`src/rtl/tlcd_bus_arbiter.sv`:
```
// tlcd_bus_arbiter: round-robin owner of the shared character-LCD bus with E-low guard periods and hold timeout
module tlcd_bus_arbiter #(
  parameter int NREQ      = 3,
  parameter int GUARD_CYC = 2,
  parameter int MAX_HOLD  = 500000
) (
  input  logic              CLK,
  input  logic              RESETN,
  input  logic [NREQ-1:0]   REQ,
  input  logic [NREQ-1:0]   E_IN,
  input  logic [NREQ-1:0]   RS_IN,
  input  logic [NREQ-1:0]   RW_IN,
  input  logic [8*NREQ-1:0] DATA_IN,
  output logic [NREQ-1:0]   GNT,
  output logic              TLCD_E,
  output logic              TLCD_RS,
  output logic              TLCD_RW,
  output logic [7:0]        TLCD_DATA,
  output logic [1:0]        OWNER,
  output logic              BUSY,
  output logic              TIMEOUT
);
  typedef enum logic [1:0] {IDLE, GUARD, GRANT, DRAIN} state_t;
  localparam logic [15:0] GLAST = 16'(GUARD_CYC - 1);
  localparam logic [19:0] HLAST = 20'(MAX_HOLD - 1);
  localparam logic [19:0] HMAX  = '1;
  state_t state;
  logic [1:0] ptr, win;
  logic found;
  logic [NREQ-1:0] mask, elig, own_hot;
  logic [15:0] gcnt;
  logic [19:0] hold;
  logic own_req, own_e, own_rs, own_rw;
  logic [7:0] own_data;
  // round-robin pick among eligible requesters, starting just after the last owner
  always_comb begin
    elig = REQ & ~mask;
    win = '0;
    found = 1'b0;
    for (int i = 1; i <= NREQ; i++)
      if (!found && elig[(int'(ptr) + i) % NREQ]) begin
        win = 2'((int'(ptr) + i) % NREQ);
        found = 1'b1;
      end
  end
  // select the current owner's bus signals; everyone else is ignored
  always_comb begin
    own_req = 1'b0;
    own_e = 1'b0;
    own_rs = 1'b0;
    own_rw = 1'b0;
    own_data = '0;
    for (int i = 0; i < NREQ; i++)
      if (OWNER == 2'(i)) begin
        own_req = REQ[i];
        own_e = E_IN[i];
        own_rs = RS_IN[i];
        own_rw = RW_IN[i];
        own_data = DATA_IN[8*i +: 8];
      end
    own_hot = NREQ'(1) << OWNER;
  end
  // ownership FSM: IDLE -> GUARD -> GRANT -> DRAIN, all outputs registered
  always_ff @(posedge CLK or negedge RESETN)
    if (!RESETN) begin
      state <= IDLE;
      GNT <= '0;
      TLCD_E <= 1'b0;
      TLCD_RS <= 1'b0;
      TLCD_RW <= 1'b0;
      TLCD_DATA <= '0;
      OWNER <= '0;
      BUSY <= 1'b0;
      TIMEOUT <= 1'b0;
      ptr <= 2'(NREQ - 1);
      mask <= '0;
      gcnt <= '0;
      hold <= '0;
    end else begin
      TIMEOUT <= 1'b0;
      mask <= mask & REQ;
      case (state)
        IDLE:
          if (found) begin
            state <= GUARD;
            OWNER <= win;
            BUSY <= 1'b1;
            gcnt <= '0;
          end
        GUARD:
          if (!own_req) begin
            state <= IDLE;
            BUSY <= 1'b0;
          end else if (gcnt == GLAST) begin
            state <= GRANT;
            GNT <= own_hot;
            ptr <= OWNER;
            hold <= '0;
          end else gcnt <= gcnt + 16'd1;
        GRANT:
          if (!own_req) begin
            state <= DRAIN;
            GNT <= '0;
            TLCD_E <= 1'b0;
            gcnt <= '0;
          end else if (MAX_HOLD != 0 && hold == HLAST) begin
            state <= DRAIN;
            GNT <= '0;
            TLCD_E <= 1'b0;
            gcnt <= '0;
            TIMEOUT <= 1'b1;
            mask <= (mask & REQ) | own_hot;
          end else begin
            TLCD_E <= own_e;
            TLCD_RS <= own_rs;
            TLCD_RW <= own_rw;
            TLCD_DATA <= own_data;
            hold <= hold == HMAX ? hold : hold + 20'd1;
          end
        DRAIN:
          if (gcnt == GLAST) begin
            state <= IDLE;
            BUSY <= 1'b0;
          end else gcnt <= gcnt + 16'd1;
        default: state <= IDLE;
      endcase
    end
endmodule

```
`config.mk`:
```
export PLATFORM = sky130hd
export DESIGN_NAME = tlcd_bus_arbiter
export DESIGN_NICKNAME = d
export VERILOG_FILES = /design/src/rtl/tlcd_bus_arbiter.sv
export SDC_FILE = /design/constraint.sdc
export NUM_CORES = 1
export LEC_CHECK = 0
export CORE_UTILIZATION = 32
export CTS_CLUSTER_DIAMETER = 40
export DETAILED_ROUTE_END_ITERATION = 8
export PLACE_DENSITY = 0.5
export SYNTH_ARGS = -nofsm -noshare
export SYNTH_HDL_FRONTEND = slang
export SYNTH_SLANG_ARGS = --single-unit
```
`constraint.sdc`:
```
create_clock -name CLK -period 3 [get_ports CLK]
set_clock_uncertainty 0.05 [all_clocks]
set_input_delay 0.75 -clock CLK [delete_from_list [all_inputs] [get_ports CLK]]
set_output_delay 0.75 -clock CLK [all_outputs]
set_load 0.05 [all_outputs]
```
Yosys cells after proc, flatten, opt, wreduce, memory -nomap -nowiden

Index checks and enable logic that the tools add are counted.

$add $sub $neg: 5
Divide/modulo/power cells: 3
$lt $le $gt $ge: 3
Equality and inequality tests: 18
Shift-type cells: 1
Mux-type cells: 66
Bitwise gates (word level): 5
Reductions and logical operators: 16

Operator list:

| kind                                                                   | count |
|---|---|
| 20-bit two-way mux                                                     | 5 |
| 32-bit by 4-bit < comparator with 1-bit output (second input constant) | 3 |
| 32-bit by 3-bit modulo with 32-bit output (second input constant)      | 3 |
| 16-bit two-way mux                                                     | 5 |
| 16-bit case mux with 4 select lines                                    | 1 |
| 20-bit case mux with 2 select lines                                    | 1 |
| 1-bit two-way mux                                                      | 29 |
| 8-bit two-way mux                                                      | 3 |
| 3-bit two-way mux                                                      | 7 |
| 20-bit by 1-bit adder with 20-bit output (second input constant)       | 1 |
| 20-bit by 19-bit == test with 1-bit output (second input constant)     | 1 |
| 20-bit == test (second input constant)                                 | 1 |
| 2-bit two-way mux                                                      | 9 |
| 16-bit by 1-bit adder with 16-bit output (second input constant)       | 1 |
| 16-bit by 1-bit == test with 1-bit output (second input constant)      | 1 |
| 2-bit != test (second input constant)                                  | 8 |
| 4-bit AND reduction                                                    | 3 |
| 3-bit AND reduction                                                    | 3 |
| 2-bit case mux with 4 select lines                                     | 1 |
| 2-bit by 2-bit adder with 3-bit output (second input constant)         | 2 |
| 3-bit AND                                                              | 2 |
| 1-bit binary-select mux with 2-bit select                              | 3 |
| 2-bit == test (second input constant)                                  | 3 |
| 3-bit != test (second input constant)                                  | 2 |
| other kinds (15)                                                       | 19 |

Register bits: 61
Input port bits: 38
Output and inout port bits: 18
Word-level logic and storage cells: 130

Logic depth before layout (Yosys ltp)

Gate-level depths: netlist (run 1).

Depth in word-level cells: 14
Gate-level depth with buffers: 10
Depth with buffers taken out: 8

Worst setup path after synthesis (run 1)

Ideal clock, no wire load.

Path kind: register to register
Start: register OWNER[0]
End: register hold[4]
Library setup time: 0.080 ns
Data arrival time: 2.273 ns
Required time: 2.870 ns
Path slack: 0.597 ns
Stages on the path, launching flop included: 9
Buffers on the path: 2
Period minus slack after synthesis: 2.403 ns
Cell sequence: dfrtp_1 -> buf_2 -> nand3b_1 -> o21a_4 -> a211o_1 -> buf_6 -> o21a_4 -> or4_1 -> o211ai_2

Longest elaborated chain between the ends: 6
Elaborated cells between the ends (all ways): 9
Those cells by class: eq/ne: 4; mux: 3; reduce/logical: 2

RTL lines:

| element                                  | RTL line | source |
|---|---|---|
| start: declaration                       | 19       | `output logic [1:0] OWNER,` |
| start signal: assignment                 | 86       | `OWNER <= win;` |
| 2-bit zero test                          | 54       | `if (OWNER == 2'(i)) begin` |
| 1-bit two-way mux (2 in a row)           | 54       |  |
| 1-bit two-way mux (*)                    | 54       |  |
| 2-bit != test (no source line)           | n/a      |  |
| 6-bit AND reduction (no source line) (*) | n/a      |  |
| end signal: assignment                   | 118      | `hold <= hold == HMAX ? hold : hold + 20'd1;` |
| end: declaration                         | 32       | `logic [19:0] hold;` |

Every way passes the cells marked *; elsewhere a longest branch is shown, timed or not.
A chain may end at the register's enable or synchronous reset.

Worst setup path in the final report (run 1)

Start: register OWNER[1]
End: output port OWNER[1]

No word-level cell between the ends.

==> impl_results.md, run 1 <==
* CP Class: flop to output pin
* Site Rows at 38
* Critical Path End Type: output pin
* Total power at 3.732 mW
* Ratio of cells with drive above 1 in the final layout at 9.148%
* Maximum root-to-sink buffer count at 2
* WL/cell at between 10 and 15 microns
* Core area at 10890 sq um
* Die width at 108.0 microns
* CP arrival at 1.77 ns
* Sink Count at 61
* Dpl hpwl at 6.623 mm
* Max-cap violations at 0
* Non-Filler Cell Area, Final at 4502 sq um
* #FFs+latches synth at 61
* Synth top area cells: dfrtp_1 (42%), o21ai_0 (8.4%), nand2_1 (7.2%)
* Max H-tree Level at 3
* Worst Path Max Fanout at 9
* Leakage power at 1.870 nW
* Worst Path Required at roughly 2.2 ns
* Placed cell count at between 600 and 700
* Fillers at 1095
* Post-Synthesis Cell Area at 3595 sq um
* Clk_lat worst skew at 0.35 ns
* Worst setup SP type: flop
* Iter 0 DRT Violations at approximately 130
* NetSw at 1.693 mW
* Critical Path Slowest Stage Cell: clkdlybuf4s50_1
* Seq/Total Area, Yosys at 42.50%
* Final #Nets at about 520
* Vias in the first global route at 3060
* Ordered list of cells on the worst path: clkdlybuf4s50_1
* Final ANT Viol Nets at 0
* RSZ-0062 raised after global routing: false
* CP max stage delay at 0.87 ns
* Reg power frac at ~33%
* Synth unique cells at 54
* Ys async rst share at 100.0%
* Antenna cells at 0
* Final Non-Filler Cells at 621
* Area Overhead vs Synth at 25.23%
* F_max at 388.9 MHz
* Total wire length at about 9.1 mm
* Buffers & Inverters on Critical Path at 1
* Post-synth top area share at a little over two fifths
* Routability Congestion at 0.8420
* Max-slew violation count at 0
* Initial antenna violation count at 0
* Pwr Density at 829.1 nW/um^2
* Global-route usage over all layers at 17.11%
* Most frequent cell after synthesis: nand2_1
* Ys Warns at 0
* CTS clock-pin slew for the worst setup and hold paths at roughly 0.06 ns
* Sw Ratio at 45.37%
* Dpl cell area at 4343 sq um
* Post-Route Setup TNS at 0 ns
* First-pass DRT Iterations at 4
* Combinational share of power at between 40% and 50%
* Hold-fix buffers at CTS at 0
* Grt total ovfl at 0
* Top Family by Delay on Critical Path: buffers and inverters
* Boundary pin count at 56
* Post-synth EDFFs at 0
* Worst Tran Pin Value at between 0.7 and 0.8 ns
* Syn Area/Cell at 8.662 sq um
* Largest net degree at the start of global routing at 62
* Final count of hold timing violations at 0
* Final setup fails at 0
* Die H at roughly 110 microns
* Maximum vdd drop at 384.3 uV
* Die area at 11660 sq um
* Int Power at 2.039 mW
* Max-slew headroom at 47.68%
* Vias per inst at 5.092
* Yosys top cell by area: dfrtp_1
* Status: finished clean
* Synth Instances at 415
* Dominant synthesized flop cell: dfrtp_1
* Hold/Removal Path Class: flop to flop
* Clock share of power at 16.8%
* Starting density of the core at 33.02%
* CTS Buf Count at 9
* Clock Tree Root: clkbuf_8
* Post_cts resized at 0
* Synth top cells by count: nand2_1 (69), dfrtp_1 (60), o21ai_0 (60), nor2_1 (31), a21oi_1 (22)
* CTS tree: yes
* Tmin final at between 2 and 3 ns
* Setup repair bufs after CTS at 0
* Via Count at between 3000 and 4000
* Drt drc at 0
* Tcrit/Tclk final at 85.70%
* Number of port buffers at 55
* First-pass GRT wire length at 15.37 mm
* Post-synth net total at between 400 and 500
[power groups by stage]
stage               Combinational [mW]  Clock [mW]  Sequential [mW]
CTS                               1.89       0.659             1.24
finish                            1.86       0.628             1.24
global route                      2.06       0.702             1.28
floorplan                         1.01           0             1.52
global placement                  1.87           0             1.25
detailed placement                1.88           0             1.26
[layout by cell type, fill, tap and decap left out, drive strengths merged, types with 11 or more instances in the layout]
master         instances
nand3                 13
nor3                  11
buf                   19
clkbuf                13
o21ai                 60
mux2i                 13
nor2                  31
a21oi                 22
dfrtp                 60
clkdlybuf4s50         53
nand2                 69
[state kept, by name (all words and copies together), names as in the netlist, named ones only]
signal     flops
hold          20
gcnt          16
TLCD_DATA      8
GNT            3
mask           3
OWNER          2
ptr            2
BUSY           1
TIMEOUT        1
TLCD_E         1
TLCD_RS        1
TLCD_RW        1
state          1
[worst paths after layout]
path / start / to / slack, ns / depth (start not counted)
min: TLCD_DATA[0]$_DFFE_PN0P_ / TLCD_DATA[0]$_DFFE_PN0P_ / 0.43 / 2
max in group asynchronous: RESETN / hold[13]$_DFFE_PN0P_ / 1.87 / 2
max reg2reg: hold[0]$_DFFE_PN0P_ / gcnt[8]$_DFFE_PN0P_ / 0.43 / 9
min in group asynchronous: RESETN / hold[2]$_DFFE_PN0P_ / 0.50 / 2
min reg2reg: TLCD_DATA[0]$_DFFE_PN0P_ / TLCD_DATA[0]$_DFFE_PN0P_ / 0.43 / 2
max: OWNER[1]$_DFFE_PN0P_ / OWNER[1] / 0.43 / 1
[logic make-up (layout without fill, tap and decap cells)]
| logic type | count (synthesis) | after routing | share of synthesized area (%) |
|---|---|---|---|
| adders and majority gates | 6 | 6 | 2.088 |
| AOI/OAI and AO/OA | 112 | 112 | 19.67 |
| buffers and inverters | 31 | 97 | 3.759 |
| DFF | 61 | 61 | 42.50 |
| muxes | 13 | 13 | 3.620 |
| xor gates and xnor gates | 17 | 17 | 4.142 |
| and+or+nand+nor | 175 | 175 | 24.23 |
[routing by layer]
metal | part of all wire [%] | wire, microns | up-vias | global-route usage (%)
met5 | 0 | 0 | - | 0
met3 | 3.8 | 346 | 8 | 5.485
met1 | 47 | 4270 | 1508 | 22.19
met4 | 1.0 | 91 | 0 | 4.599
met2 | 48 | 4382 | 46 | 27.34
li1 | - | - | 1600 | -
[cell type report]
type / count / area [sq um] / area share (%)
Inverter: 10 / 37.54 / 0.8338
Multi-Input combinational cell: 323 / 1932 / 42.91
Clock buffer: 13 / 148.9 / 3.307
Sequential cell: 61 / 1528 / 33.94
Timing Repair Buffer: 72 / 670.6 / 14.90
Clock inverter: 2 / 10.01 / 0.2223
Tap cell: 140 / 175.2 / 3.891
[through the flow]
step / hold slack (ns) / utilization [%] / setup WS [ns]
2_1_floorplan: 0.4044 / - / 0.5969
3_3_place_gp: 0.4141 / 39.89 / 0.1560
3_5_place_dp: 0.4208 / 39.89 / 0.1253
4_1_cts: 0.4370 / 41.35 / 0.3915
5_1_grt: 0.4569 / 41.35 / 0.2243
6_report: 0.4316 / 41.35 / 0.4289
No activity file was read; power rests on OpenSTA's default activity.
==> run 2: changes to the inputs <==
==> constraint.sdc (replaced) <==
create_clock -name CLK -period 3 [get_ports CLK]
set_clock_uncertainty 0.05 [all_clocks]
set_input_delay 0.6 -clock CLK [delete_from_list [all_inputs] [get_ports CLK]]
set_output_delay 0.6 -clock CLK [all_outputs]
set_load 0.05 [all_outputs]
==> run 2 against run 1 <==
Final area up 0.86%. Count of clock-buffer cells in the layout decreased by 1. Global-route usage decreased by 0.32 points. Combinational power about the same. Cell count is 0.48% lower. Critical endpoint is now gcnt[1]$_DFFE_PN0P_. Via count down 0.28%. Clock power increased by 33%. Sequential share of layout area fell by 0.29 points. Die area unchanged. Critical path type is now flop to flop. Core utilization grew 0.36 points. Worst hold slack got worse by 0.068 ns.
==> impl_results.md, run 2 (synthesis results as in run 1) <==
* Iter 0 DRT Violations at 119 (-7.0%)
* CP endpoint: gcnt[1]$_DFFE_PN0P_
* Final setup fails at 0 (unchanged)
* Die width at 108.0 microns (unchanged)
* Vias in the first global route at 3086 (+0.85%)
* Drt drc at 0 (unchanged)
* Met3 WL post-DR at 229 microns (-34%)
* Hold-fix buffers at CTS at 0 (unchanged)
* Reg-to-Reg End: gcnt[1]$_DFFE_PN0P_
* Post_cts resized at 0 (unchanged)
* Max-slew violation count at 0 (unchanged)
* Final count of hold timing violations at 0 (unchanged)
* Worst Path Required at 3.17 ns (+0.97 ns)
* Tcrit/Tclk final at 85.87% (+0.17 points)
* Clk_lat worst skew at 0.34 ns (about the same)
* Antenna cells at 0 (unchanged)
* Worst setup SP type: flop
* Die area at 11660 sq um (unchanged)
* WL/cell at 14.78 microns (+0.99%)
* Site Rows at 38 (unchanged)
* CTS tree: yes
* CP arrival at 2.75 ns (+0.98 ns)
* First-pass DRT Iterations at 4 (unchanged)
* Maximum vdd drop at 418.2 uV (+8.8%)
* Grt total ovfl at 0 (unchanged)
* Starting density of the core at 33.02% (unchanged)
* Die H at 108.0 microns (unchanged)
* Max reg flops at 20 (unchanged)
* Leakage power at 1.883 nW (+0.68%)
* Post-Route Setup TNS at 0 ns (unchanged)
* Most frequent cells in the layout: nand2_1 (69), dfrtp_1 (60), o21ai_0 (60)
* Final ANT Viol Nets at 0 (unchanged)
* Most common cell after layout, fill and taps aside: nand2_1
* Final Util at 41.70% (+0.36 points)
* FF-to-FF Start: hold[0]$_DFFE_PN0P_
* Sink Count at 61 (unchanged)
* R2r setup slk at 0.42 ns (about the same)
* Worst Path Max Fanout at 25 (+16)
* Max H-tree Level at 3 (unchanged)
* Hold_ws at 0.3634 ns (-0.06815 ns)
* Clock Tree Root: clkbuf_8
* Maximum root-to-sink buffer count at 2 (unchanged)
* Worst Tran Pin Value at 0.8031 ns (+0.01831 ns)
* Via Count at 3153 (-0.28%)
* Setup repair bufs after CTS at 0 (unchanged)
* Worst R2R Path Depth at 8 (-1)
* RSZ-0062 raised after global routing: false
* Routed metal-1 wire length at 4.321 mm (+1.2%)
* Crit path from: hold[0]$_DFFE_PN0P_
* Routability Congestion at 0.8531 (+1.3%)
* Tmin final at 2.576 ns (+0.005091 ns)
* Dpl hpwl at 6.551 mm (-1.1%)
* Max-cap violations at 0 (unchanged)
* Number of port buffers at 55 (unchanged)
* Placed cell count at 602 (-0.66%)
* Top routing layer in use: met4
* First-pass GRT wire length at 15.26 mm (-0.68%)
* Boundary pin count at 56 (unchanged)
* CP Class: flop to flop
* CTS Buf Count at 9 (unchanged)
* Max-slew headroom at 46.46% (-1.2 points)
* Met2 wire length at 4.453 mm (+1.6%)
* CTS clock-pin slew for the worst setup and hold paths at 0.07 ns (about the same)
* Area Overhead vs Synth at 26.31%
* Hold/Removal Path Class: primary input to async pin
* Critical Path End Type: flop
* Vias per inst at 5.102 (+0.20%)
* Reg area at 1528 sq um (unchanged)
* Fillers at 1099 (+0.37%)
* Largest net degree at the start of global routing at 62 (unchanged)
* Global-route usage over all layers at 16.79% (-0.32 points)
* Initial antenna violation count at 0 (unchanged)
* Pwr Density at 864.9 nW/um^2 (+4.3%)
* F_max at 388.2 MHz (-0.20%)
* Core area at 10890 sq um (unchanged)
* Final #Nets at 517 (-0.77%)
* Status: finished clean
* Final Non-Filler Cells at 618 (-0.48%)
* Ratio of cells with drive above 1 in the final layout at 8.787% (-0.36 points)
* Largest register by flop count: hold
* Leading registers by flop count: hold (20), gcnt (16), TLCD_DATA (8)
* Total wire length at 9.136 mm (+0.51%)
* Multi-input gate area at 1932 sq um (unchanged)
-- run 2: cell count changes in the layout (fill, tap and decap cells not counted) --
cell,previous run,this run
clkbuf_1,3,1
bufinv_16,0,2
clkdlybuf4s50_1,53,54
buf_4,18,13
clkbuf_8,10,11
-- run 2: metrics by stage --
| stage | power (mW) | area [sq um] | worst slack (ns) |
|---|---|---|---|
| after CTS | 3.969 | 4541 | 0.4058 |
| final | 3.927 | 4541 | 0.4238 |
| after global placement | 3.104 | 4315 | 0.2714 |
| after detailed placement | 3.116 | 4315 | 0.2357 |
| after floorplan | 2.522 | 3595 | 0.5969 |
| after global routing | 4.189 | 4541 | 0.2042 |
-- run 2: where the power goes --
part           total, mW  internal [mW]  switching, mW  leakage [nW]
clock network      0.838          0.511          0.327         0.116
registers           1.22           1.02          0.199         0.815
logic               1.87          0.687           1.18         0.952
-- run 2: cell type report --
class                           instances  area share (%)
Multi-Input combinational cell        323           42.55
Inverter                               10          0.8267
Timing Repair Buffer                   68           14.16
Sequential cell                        61           33.65
Tap cell                              140           3.858
Clock buffer                           12           3.417
Clock inverter                          4           1.543
-- run 2: critical path, cell delays in order, from the launching register on --
cell and delay [ns]:
dfrtp_1 0.40, ha_1 0.23, nand4_1 0.17, nor4_1 0.45
a211o_1 0.30, buf_4 0.30, o31ai_4 0.10, buf_4 0.21
a22o_1 0.24
-- run 2: routing by layer --
metal / vias up / global-route usage (%)
li1: 1591 / -
met3: 9 / 2.471
met2: 39 / 28.25
met1: 1514 / 21.66
met4: 0 / 6.556
met5: - / 0
-- run 2: worst min-delay path by stage --
stage | to | slack (ns)
after detailed placement | TLCD_DATA[1]$_DFFE_PN0P_ | 0.42
after floorplan | BUSY$_DFFE_PN0P_ | 0.25
after global routing | hold[1]$_DFFE_PN0P_ | 0.43
after CTS | hold[1]$_DFFE_PN0P_ | 0.40
final | hold[1]$_DFFE_PN0P_ | 0.36
after global placement | GNT[1]$_DFFE_PN0P_ | 0.42
==> run 3: changes to the inputs <==
==> constraint.sdc (replaced) <==
create_clock -name CLK -period 3.35 [get_ports CLK]
set_clock_uncertainty 0.05 [all_clocks]
set_input_delay 0.67 -clock CLK [delete_from_list [all_inputs] [get_ports CLK]]
set_output_delay 0.67 -clock CLK [all_outputs]
set_load 0.1 [all_outputs]
==> run 3 against run 2 <==
Worst hold slack better by 0.040 ns. Wire length down 2.7%. Cell count down 0.97%. Register-to-register slack better by 0.37 ns. Critical path depth down 1. Non-clock buffer count down 4. Final area down 3.4%. First-iteration DRC count up 49%. Via count down 1.8%. Largest power group unchanged.
==> impl_results.md, run 3 (synthesis results as in run 1) <==
* Status: finished clean
* Core area at 10890 sq um (unchanged)
* Fillers at 1094 (-0.45%)
* Clk_lat worst skew at 0.34 ns (about the same)
* Most frequent cells in the layout: nand2_1 (69), dfrtp_1 (60), o21ai_0 (60)
* CP Class: primary input to flop
* Final ANT Viol Nets at 0 (unchanged)
* First-pass DRT Iterations at 5 (+1)
* Worst path most repeated cell: o21ai_0
* Final Util at 40.29% (-1.4 points)
* Total power at 3.592 mW (-8.5%)
* Max H-tree Level at 3 (unchanged)
* NetSw at 1.855 mW (+8.6%)
* CTS Buf Count at 9 (unchanged)
* Routability Congestion at 0.8075 (-5.3%)
* Area Overhead vs Synth at 22.03%
* Largest register by flop count: hold
* WL/cell at 14.53 microns (-1.7%)
* Worst setup SP type: primary input
* CTS tree: yes
* RSZ-0062 raised after global routing: false
* Sink Count at 61 (unchanged)
* First-pass GRT wire length at 15.27 mm (about the same)
* Setup repair bufs after CTS at 0 (unchanged)
* Sw Ratio at 51.66% (+8.2 points)
* Maximum root-to-sink buffer count at 2 (unchanged)
* Site Rows at 38 (unchanged)
* F_max at slightly below 400 MHz
* Combinational share of power at 54.6% (+7.0 points)
* Ratio of cells with drive above 1 in the final layout at 11.23% (+2.4 points)
* Worst Path Max Fanout at 7 (-72%)
* CP max stage delay at 0.55 ns (+0.10 ns)
* Worst Tran Pin Value at 0.8869 ns (+0.08377 ns)
* Post_cts resized at 0 (unchanged)
* Vias in the first global route at 3056 (-0.97%)
* Iter 0 DRT Violations at 177 (+49%)
* GR Layer Usage met1 at 22.31% (+0.66 points)
* Maximum vdd drop at 499.9 uV (+20%)
* Pwr Density at 818.8 nW/um^2 (-5.3%)
* CTS clock-pin slew for the worst setup and hold paths at 0.06 ns (about the same)
* Boundary pin count at 56 (unchanged)
* Final #Nets at 513 (-0.77%)
* Drt drc at 0 (unchanged)
* Hold/Removal Path Class: primary input to async pin
* Initial antenna violation count at 0 (unchanged)
* Clock Tree Root: clkbuf_8
* Max-slew headroom at 40.87% (-5.6 points)
* Max-cap violations at 0 (unchanged)
* Dpl hpwl at 6.554 mm (about the same)
* Ordered list of cells on the worst path: clkdlybuf4s50_1, mux2i_1, o21ai_0, o2111ai_1, or3_1, xor2_1, o21ai_0
* Critical Path End Type: flop
* Antenna cells at 0 (unchanged)
* Number of port buffers at 55 (unchanged)
* Grt total ovfl at 0 (unchanged)
* Clock share of power at 14.6% (-6.7 points)
* Reg power frac at 30.8% (-0.3 points)
* Total wire length at 8.892 mm (-2.7%)
* Tmin final at 2.570 ns
* Max reg flops at 20 (unchanged)
* Worst Path Required at 3.55 ns (+0.38 ns)
* Post-Route Setup TNS at 0 ns (unchanged)
* Vias per inst at 5.059 (-0.85%)
* Global route hottest layer: met2
* Global-route usage over all layers at 16.83% (+0.034 points)
* Via Count at 3096 (-1.8%)
* Final count of hold timing violations at 0 (unchanged)
* Leakage power at 1.852 nW (-1.6%)
* Starting density of the core at 33.02% (unchanged)
* CP arrival at 2.77 ns (+0.02 ns)
* Largest net degree at the start of global routing at 40 (-35%)
* Hold-fix buffers at CTS at 0 (unchanged)
* Die width at 108.0 microns (unchanged)
* Met3 usage at 3.617% (+1.1 points)
* Max-slew violation count at 0 (unchanged)
* Die area at 11660 sq um (unchanged)
* GR Util met2 at 27.07% (-1.2 points)
* Tcrit/Tclk final at around three quarters
* Die H at 108.0 microns (unchanged)
* Int Power at 1.736 mW (-22%)
* Final setup fails at 0 (unchanged)
* Leading registers by flop count: hold (20), gcnt (16), TLCD_DATA (8)
* Critical Path Slowest Stage Cell: clkdlybuf4s50_1
* Most common cell after layout, fill and taps aside: nand2_1
## run 3: cell count changes in the layout (fill, tap and decap cells not counted), sizes merged
cell	previous run	this run
clkinv	2	3
bufinv	2	0
clkdlybuf4s50	54	36
buf	14	28
clkbuf	12	11
## run 3: final cells by class
class                           count  area, sq um  share of cell area, %
Multi-Input combinational cell    323         1932                  44.04
Sequential cell                    61         1528                  34.83
Timing Repair Buffer               64        568.0                  12.95
Tap cell                          140        175.2                  3.993
Clock buffer                       11        131.4                  2.995
Inverter                           10        37.54                 0.8557
Clock inverter                      3        15.01                 0.3423
## run 3: worst paths after layout
| kind | startpoint | endpoint | slack [ns] | cells past startpoint |
|---|---|---|---|---|
| min in group CLK | TLCD_DATA[6]$_DFFE_PN0P_ | TLCD_DATA[6]$_DFFE_PN0P_ | 0.43 | 2 |
| worst max-delay path | REQ[2] | gcnt[15]$_DFFE_PN0P_ | 0.78 | 7 |
| max in group asynchronous | RESETN | ptr[1]$_DFFE_PN1P_ | 2.04 | 2 |
| worst min register to register | TLCD_DATA[6]$_DFFE_PN0P_ | TLCD_DATA[6]$_DFFE_PN0P_ | 0.43 | 2 |
| worst max register to register | hold[0]$_DFFE_PN0P_ | gcnt[1]$_DFFE_PN0P_ | 0.79 | 8 |
| worst min-delay path | RESETN | hold[1]$_DFFE_PN0P_ | 0.40 | 1 |
## run 3: worst max-delay path: cells and delay by family
kind            cells  cell delay [ns]
compound gates      3             0.79
buf+inv             1             0.55
simple gates        1             0.46
mux                 1             0.15
xor+xnor            1             0.15
## run 3: metrics by stage
stage	std cells	hold WS [ns]	cell area, sq um	worst slack [ns]
6_report	612	0.4035	4387	0.7796
5_1_grt	612	0.4527	4387	0.5361
4_1_cts	612	0.4283	4387	0.7586
3_5_place_dp	598	0.4221	4240	0.3944
3_3_place_gp	598	0.4173	4240	0.4898
2_1_floorplan	415	0.3244	3595	0.5991
## run 3: layer usage
layer	routed length, microns	vias to the layer above
met5	0	-
met4	114	0
met3	274	10
met2	4191	40
met1	4312	1465
li1	-	1581
## run 3: power by group through the flow
stage | Clock, mW | Sequential (mW) | Combinational, mW
final | 0.524 | 1.11 | 1.96
after global routing | 0.589 | 1.14 | 2.11
after CTS | 0.548 | 1.10 | 1.98
after detailed placement | 0 | 1.12 | 1.98
after global placement | 0 | 1.12 | 1.96
after floorplan | 0 | 1.71 | 0.902
==> variant, RTL diff (flow settings as in run 2) <==
The parameter `NREQ` goes from 3 to 5.
--- a/src/rtl/tlcd_bus_arbiter.sv
+++ b/src/rtl/tlcd_bus_arbiter.sv
@@ -1,6 +1,6 @@
 // tlcd_bus_arbiter: round-robin owner of the shared character-LCD bus with E-low guard periods and hold timeout
 module tlcd_bus_arbiter #(
-  parameter int NREQ      = 3,
+  parameter int NREQ      = 5,
   parameter int GUARD_CYC = 2,
   parameter int MAX_HOLD  = 500000
 ) (
Interface: changed (6 resized); port bits go from 56 to 82. No check against the original RTL was run, so the function may have changed too.
==> variant against run 2 <==
  * Design area is 24% higher
  * Synthesized area is 8.8% higher
  * Power is 40% higher
  * Final cell count is 9.7% higher
  * Clock power is 26% higher
  * Setup slack worse by 380 ps
  * Sequential cell count is 3 higher
  * Wire length is 16% higher
==> variant: results (changes against run 2) <==
Post-Syn Nets=476 (+3.7%); R2R Setup Slk=50 ps (-380 ps); vias in the first global route=3500 (+13%); placed cell area=5100 sq um (+18%); Comb group=3.25 mW (+74%); post-route minimum period=2950 ps (+377 ps); wl on met1=5020 um (+16%); worst-path maximum fanout=4 (-84%); Resized Gates After CTS=7 (+7); worst vdd ir=535 uV (+28%); layout cells sized above 1=25.0% (+16 points); Synth cell types=63 (+17%); compound-gate portion of the synthesized area=13.1% (-6.6 points); gr usage total=17.3% (+0.48 points); DP Wirelength=7610 um (+16%); met3 WL=606 um (+160%); mux cell area share after synthesis=11.9% (+8.3 points); status=finished, final reports clean; root buffer cell=clkbuf_16; CTS buffer count=9 (unchanged); synth cell count leaders=dfrtp_1, nand2_1, nor2_1; FF-to-FF Start=ptr[0]; DRT Wirelength=10600 um (+16%); hold crit path type=primary input to asynchronous set/reset pin; xor/xnor share of the synthesized area=3.81% (-0.34 points); metal2 WL=4880 um (+9.5%); FF-to-FF End=gcnt[9]; I/O Buffers=69 (+25%); first-pass GRT wire length=17400 um (+14%); Adder-Cell Fraction of Synth Area=2.88% (+0.79 points); sw power=2.25 mW (+31%); grt met3 use=3.94% (+1.5 points); M1 GR Usage=23.8% (+2.2 points); R2R depth=11 (+3); Post-CTS Repair Setup Buffers=1 (+1); crit-path max cell delay=500 ps (+50 ps); Post-synth ARST share=100% (unchanged); largest net degree at the start of global routing=37 (-40%); sequential-to-total area share from yosys stat=40.9% (-1.6 points); crit path kind=primary input to flip-flop; Pleak=2.43 nW (+29%); DR pass1 iterations=5 (+1); CP startpoint=REQ[3]; gpl congestion=0.812 (-4.8%); largest cells by area after synthesis=dfrtp_1, mux4_2, nand2_1; sequential cell power=1.18 mW (-3%); crit path DAT=3170 ps (+420 ps); fin nets=597 (+15%); Iter 0 DRT Violations=127 (+6.7%); met2 usage=27.1% (-1.1 points); vias per inst=5.19 (+1.6%); crit path max-delay cell type=or4_1; Crit path max-delay family=simple AND/OR/NAND/NOR gates; slew margin rel.=53.0% (+6.5 points)
==> variant: cell count changes in the layout (fill, tap and decap cells not counted), sizes merged, moves of 12 or more <==
cell / delta
mux2: +12
clkdlybuf4s50: +13
buf: +45
mux4: +12
o21ai: -34
nand2: -20
==> variant: through the flow <==
stage / std cells / hold slack (ps) / setup slack [ps] / power (mW)
4_1_cts: 672 / 282 / 7.74 / 5.29
3_3_place_gp: 655 / 418 / -252 / 4.08
6_report: 678 / 270 / 46.4 / 5.49
2_1_floorplan: 405 / 254 / 5.94 / 3.02
5_1_grt: 678 / 326 / -27.3 / 5.83
3_5_place_dp: 655 / 416 / -291 / 4.11
==> variant: area by class of cell <==
type	count	area, sq um
Clock buffer	11	253
Clock inverter	5	55.1
Fill cell	1167	6340
Inverter	20	77.6
Multi-Input combinational cell	304	2300
Sequential cell	64	1600
Tap cell	147	184
Timing Repair Buffer	127	1150
